===== src/rtl/tpu_pkg.sv =====
// Shared types and constants for the TPU datapath blocks.
// Holds the feeder FSM state type and the default element width.
package tpu_pkg;

  localparam int DEFAULT_DATA_W = 8;
  localparam int TILE_DIM       = 2;

  typedef enum logic [1:0] {
    IDLE,
    FEED0,
    FEED1,
    FEED2
  } feeder_state_e;

endpackage


===== src/rtl/ub_tile_feeder.sv =====
// Captures a 2x2 tile from the unified buffer and feeds it into the array's
// left edge with a one-cycle diagonal skew between row 0 and row 1.
module ub_tile_feeder
  import tpu_pkg::*;
#(
  parameter int DATA_W = DEFAULT_DATA_W
) (
  input  logic              clk,
  input  logic              reset,
  input  logic              in_valid,
  input  logic [DATA_W-1:0] in_00,
  input  logic [DATA_W-1:0] in_01,
  input  logic [DATA_W-1:0] in_10,
  input  logic [DATA_W-1:0] in_11,
  output logic              in_ready,
  output logic [DATA_W-1:0] row0_data,
  output logic [DATA_W-1:0] row1_data,
  output logic              row0_valid,
  output logic              row1_valid,
  output logic              busy,
  output logic              done,
  output logic [7:0]        tile_count
);

  feeder_state_e     state;
  logic [DATA_W-1:0] tile_01;
  logic [DATA_W-1:0] tile_10;
  logic [DATA_W-1:0] tile_11;
  logic              accept;

  assign in_ready = (state == IDLE) || (state == FEED2);
  assign busy     = (state != IDLE);
  assign accept   = in_valid && in_ready;

  // a00 goes straight into the row 0 output register on the accept edge,
  // so only the three later elements need to be held.
  always_ff @(posedge clk or posedge reset) begin
    if (reset) begin
      state      <= IDLE;
      tile_01    <= '0;
      tile_10    <= '0;
      tile_11    <= '0;
      row0_data  <= '0;
      row1_data  <= '0;
      row0_valid <= 1'b0;
      row1_valid <= 1'b0;
      done       <= 1'b0;
      tile_count <= 8'd0;
    end else begin
      row0_data  <= '0;
      row1_data  <= '0;
      row0_valid <= 1'b0;
      row1_valid <= 1'b0;
      done       <= 1'b0;

      case (state)
        IDLE: begin
          state <= IDLE;
        end
        FEED0: begin
          state      <= FEED1;
          row0_data  <= tile_01;
          row0_valid <= 1'b1;
          row1_data  <= tile_10;
          row1_valid <= 1'b1;
        end
        FEED1: begin
          state      <= FEED2;
          row1_data  <= tile_11;
          row1_valid <= 1'b1;
          done       <= 1'b1;
        end
        FEED2: begin
          state      <= IDLE;
          tile_count <= tile_count + 8'd1;
        end
        default: begin
          state <= IDLE;
        end
      endcase

      // Accept is only possible in IDLE or FEED2; it overrides the exit above
      // so back-to-back tiles stream without a bubble.
      if (accept) begin
        state      <= FEED0;
        tile_01    <= in_01;
        tile_10    <= in_10;
        tile_11    <= in_11;
        row0_data  <= in_00;
        row0_valid <= 1'b1;
      end
    end
  end

endmodule


===== config.mk =====
export PLATFORM = sky130hd
export DESIGN_NAME = ub_tile_feeder
export DESIGN_NICKNAME = d
export VERILOG_FILES = /design/src/rtl/tpu_pkg.sv /design/src/rtl/ub_tile_feeder.sv
export SDC_FILE = /design/constraint.sdc
export NUM_CORES = 1
export LEC_CHECK = 0
export CAP_MARGIN = 15
export CORE_MARGIN = 3
export CORE_UTILIZATION = 35
export CTS_CLUSTER_SIZE = 10
export DETAILED_ROUTE_END_ITERATION = 7
export GPL_TIMING_DRIVEN = 1
export SLEW_MARGIN = 30
export SYNTH_ARGS = -nofsm -noshare
export SYNTH_HDL_FRONTEND = slang
export SYNTH_SLANG_ARGS = --single-unit

===== constraint.sdc =====
create_clock -name clk -period 2.3 [get_ports clk]
set_clock_uncertainty 0.15 [all_clocks]
set_input_delay 0.575 -clock clk [delete_from_list [all_inputs] [get_ports clk]]
set_output_delay 0.575 -clock clk [all_outputs]
set_load 0.005 [all_outputs]

-- Word-level counts from Yosys, hierarchy flattened
Index checks and enable logic that the tools add are counted.
- flip-flop bits (word level): 53
- input bits: 35
- output and inout port bits: 29
- logic and storage cells: 29
- add/subtract/negate cells: 1
- equal/unequal tests: 3
- muxes and demuxes: 9
- reduce and logical (&&, ||, !) cells: 6
- operators by type and width (kind ; count):
    8-bit two-way mux ; 2
    8-bit one-hot mux with 2 select lines ; 1
    8-bit by 1-bit adder with 8-bit output (second input constant) ; 1
    2-bit one-hot mux with 3 select lines ; 1
    2-bit equality test (second input constant) ; 2
    1-bit two-way mux ; 4
    2-bit OR reduction ; 2
    2-bit by 1-bit equality test with 1-bit output (second input constant) ; 1
    2-bit zero test ; 1
    2-bit two-way mux ; 1
    2-bit nonzero test ; 1
    1-bit logical AND ; 1
    1-bit logical OR ; 1

-- Longest topological paths before layout
- word-level depth: 4
- gate-level depth with buffers: 7

-- Worst setup path before layout
No wires, ideal clock.
- path kind: reg2reg
- start: register, netlist name row1_valid
- end: register tile_01[0]
- setup time: 125 ps
- data arrival time: 1464 ps
- data required time: 2025 ps
- slack: 561 ps
- stages on the path, launching flop included: 7
- period minus slack after synthesis: 1739 ps
- cell sequence: dfrtp_1 > inv_1 > ha_1 > nor2b_1 > buf_6 > buf_6 > mux2_4
- RTL lines (element ; RTL line ; text):
    to (signal assigned) ; ub_tile_feeder.sv:86 ; tile_01 <= in_01;
    to (decl) ; ub_tile_feeder.sv:26 ; logic [DATA_W-1:0] tile_01;

==> impl_metrics.tcl <==
set metrics [dict create \
    run_status "finished clean" \
    finalSetupTns_ns 0 \
    fin_util_pct 53.1 \
    antenna_found_initial 0 \
    worstPathMaxFanout 2 \
    required_ns 1.57 \
    synthCells 154 \
    via_per_inst 4.47 \
    cp-end-kind "output pin" \
    async_reset_ff_share_pct 100 \
    io_pins 64 \
    yosys_most_used_dff "dfrtp_1" \
    startpoint "row1_valid" \
    drc 0 \
    finalWorstPathRequiredPeriod_ns 2.14 \
    maxCapViolCount 0 \
    firstDrtPassIters 4 \
    yosys-top-cells-area "dfrtp_1 61%, mux2_4 15%, nand2_1 3.5%, ha_1 2.9%, a22oi_1 2.8%" \
    postSynthRegisterBits 52 \
    antennaDiodeCount 0 \
    clkTransAtPathRegs_ns 0.09 \
    area_growth_pct 42.2 \
    die_h_um 84.1 \
    hp-start "tile_count[7]" \
    gp_congestion 0.686 \
    fillers 499 \
    slew_viol_final 0 \
    htree_levels 2 \
    path_class "reg2out" \
    grt_max_degree 25 \
    final_nets 264 \
    timing.fmax_mhz 467 \
    hold_class "reg2reg" \
    ys_seq_area_share_pct 61.0 \
    postSynthAreaPerCell_sq_um 13.8 \
    synth_area_leader_cell "dfrtp_1" \
    p_leak_nw 1.36 \
    syn_area_sq_mm 0.00213 \
    port-buffer-count 63 \
    slew_headroom_pct 57.5 \
    start_kind "register" \
    synth_top_area_share_pct 61.0 \
    die_w_um 84.1 \
    place_hpwl_um 2910 \
    grt_util_all_layers_pct 12.5 \
    insertion_delay_ns 0.30 \
    grt_pass1_vias 1420 \
    clock_path_buffers 2 \
    synth_edf_count 0 \
    cts_sinks 52 \
    fin_crit_sh_pct 93.1 \
    p_per_area_mw_per_mm2 1290 \
    cts_buffers 5 \
    synth_warnings 0 \
    rows 27 \
    drive_gt1_share_pct 21.8 \
    cts_tree "yes" \
    vdd.ir_drop.worst_mv 0.667 \
    tightest_slew_ns 0.638 \
    avgRoutedWirePerCell_um 13.6 \
    synth_nets 194 \
    hold_viol 0 \
    setup_viol 0 \
    r2r_start "row1_valid" \
    grt_pass1_wl_um 7000 \
    ys_types 20 \
    die_area_sq_mm 0.00706 \
    core_area_sq_mm 0.00571 \
    initial_core_util_pct 37.3 \
    root_buffer "clkbuf_8" \
    totalWireLength_um 4030 \
    drtAntennaViolNets 0 \
    final_common_cell "clkdlybuf4s50_1" \
    vias 1329 \
    grt_setup_unrepaired "false" \
    arrival_ns 1.42 \
    drt_iter0_drc 49 \
    layout_common_cells "62 x clkdlybuf4s50_1, 52 x dfrtp_1, 22 x mux2_4, 20 x nand2_1, 10 x nor2_1" \
    grt_overflow_total 0 \
]
-- Yosys cell counts, types with 2 or more instances --
cell type / n
mux2_4: 22
buf_6: 4
nand2_1: 20
or2_2: 2
inv_1: 4
buf_2: 3
ha_1: 5
nor2_1: 10
dfrtp_1: 52
o21ai_0: 8
xnor2_1: 3
mux2_2: 3
a22oi_1: 8
xor2_1: 4
-- where the power goes --
group	internal, mW	switching, mW	leakage [nW]
logic	1.08	0.656	0.653
clock network	0.384	0.289	0.0645
registers	1.30	0.210	0.646
total	2.76	1.15	1.36
-- cell families after synthesis --
group / after synthesis / synth area share [%]
AO/OA/AOI/OAI: 16 / 4.70
XOR/XNOR: 7 / 2.88
adder cells (fa/ha/maj): 5 / 2.93
buffers and inverters: 13 / 3.87
flip-flops: 52 / 61.0
multiplexers: 25 / 17.1
AND/OR/NAND/NOR: 36 / 7.51
-- worst max-delay path, cell delays in order, from the launching register on --
cell and delay (ns):
dfrtp_1 0.36, inv_1 0.08, ha_4 0.16, inv_1 0.04, clkdlybuf4s50_1 0.48
-- final timing paths --
kind	depth (start not counted)	slack, ns	end
max	4	0.16	busy
min	1	0.33	tile_count[7]
max reg2reg	5	0.55	tile_11[2]
min reg2reg	1	0.33	tile_count[7]
max in group asynchronous	3	1.13	tile_10[0]
min in group asynchronous	2	0.44	row0_data[3]
-- layer usage --
layer	vias up	track usage [%]	part of all wire, %
li1	651	-	-
met2	44	18.7	45
met3	5	4.15	6.9
met1	629	17.0	47
met5	-	0	0
met4	0	3.95	1.1
-- final cells by class --
type	instances	area, sq um	area share, %
clock buffers	7	96.3	3.18
clock inverters	1	30.0	0.991
inverters	5	18.8	0.619
multi-input cells	89	768	25.3
flip-flops and latches	52	1300	42.9
well taps	72	90.1	2.97
repair buffers	71	727	24.0
-- flip-flops by register name, summed over array words and instances (netlist names) --
name / count
row0_valid: 1
row1_data: 8
tile_01: 8
row0_data: 8
tile_11: 8
tile_count: 8
done: 1
row1_valid: 1
state: 1
tile_10: 8
-- per-stage QoR --
stage	area, sq um	hold slack (ns)	total power [mW]	setup slack [ns]	cells
2_1_floorplan	2130	0.315	2.60	0.317	154
3_3_place_gp	2880	0.310	3.22	0.174	287
3_5_place_dp	2880	0.320	3.24	0.161	287
4_1_cts	3030	0.336	3.98	0.149	297
5_1_grt	3030	0.342	4.20	0.0774	297
6_report	3030	0.328	3.91	0.158	297
-- repair_timing --
action | CTS | global route
hold buffers | 0 | 0
buffers inserted | 2 | 0
resized for setup | 3 | 0
endpoints found under the setup margin | 1 | 0
(Power assumes the default switching activity.)
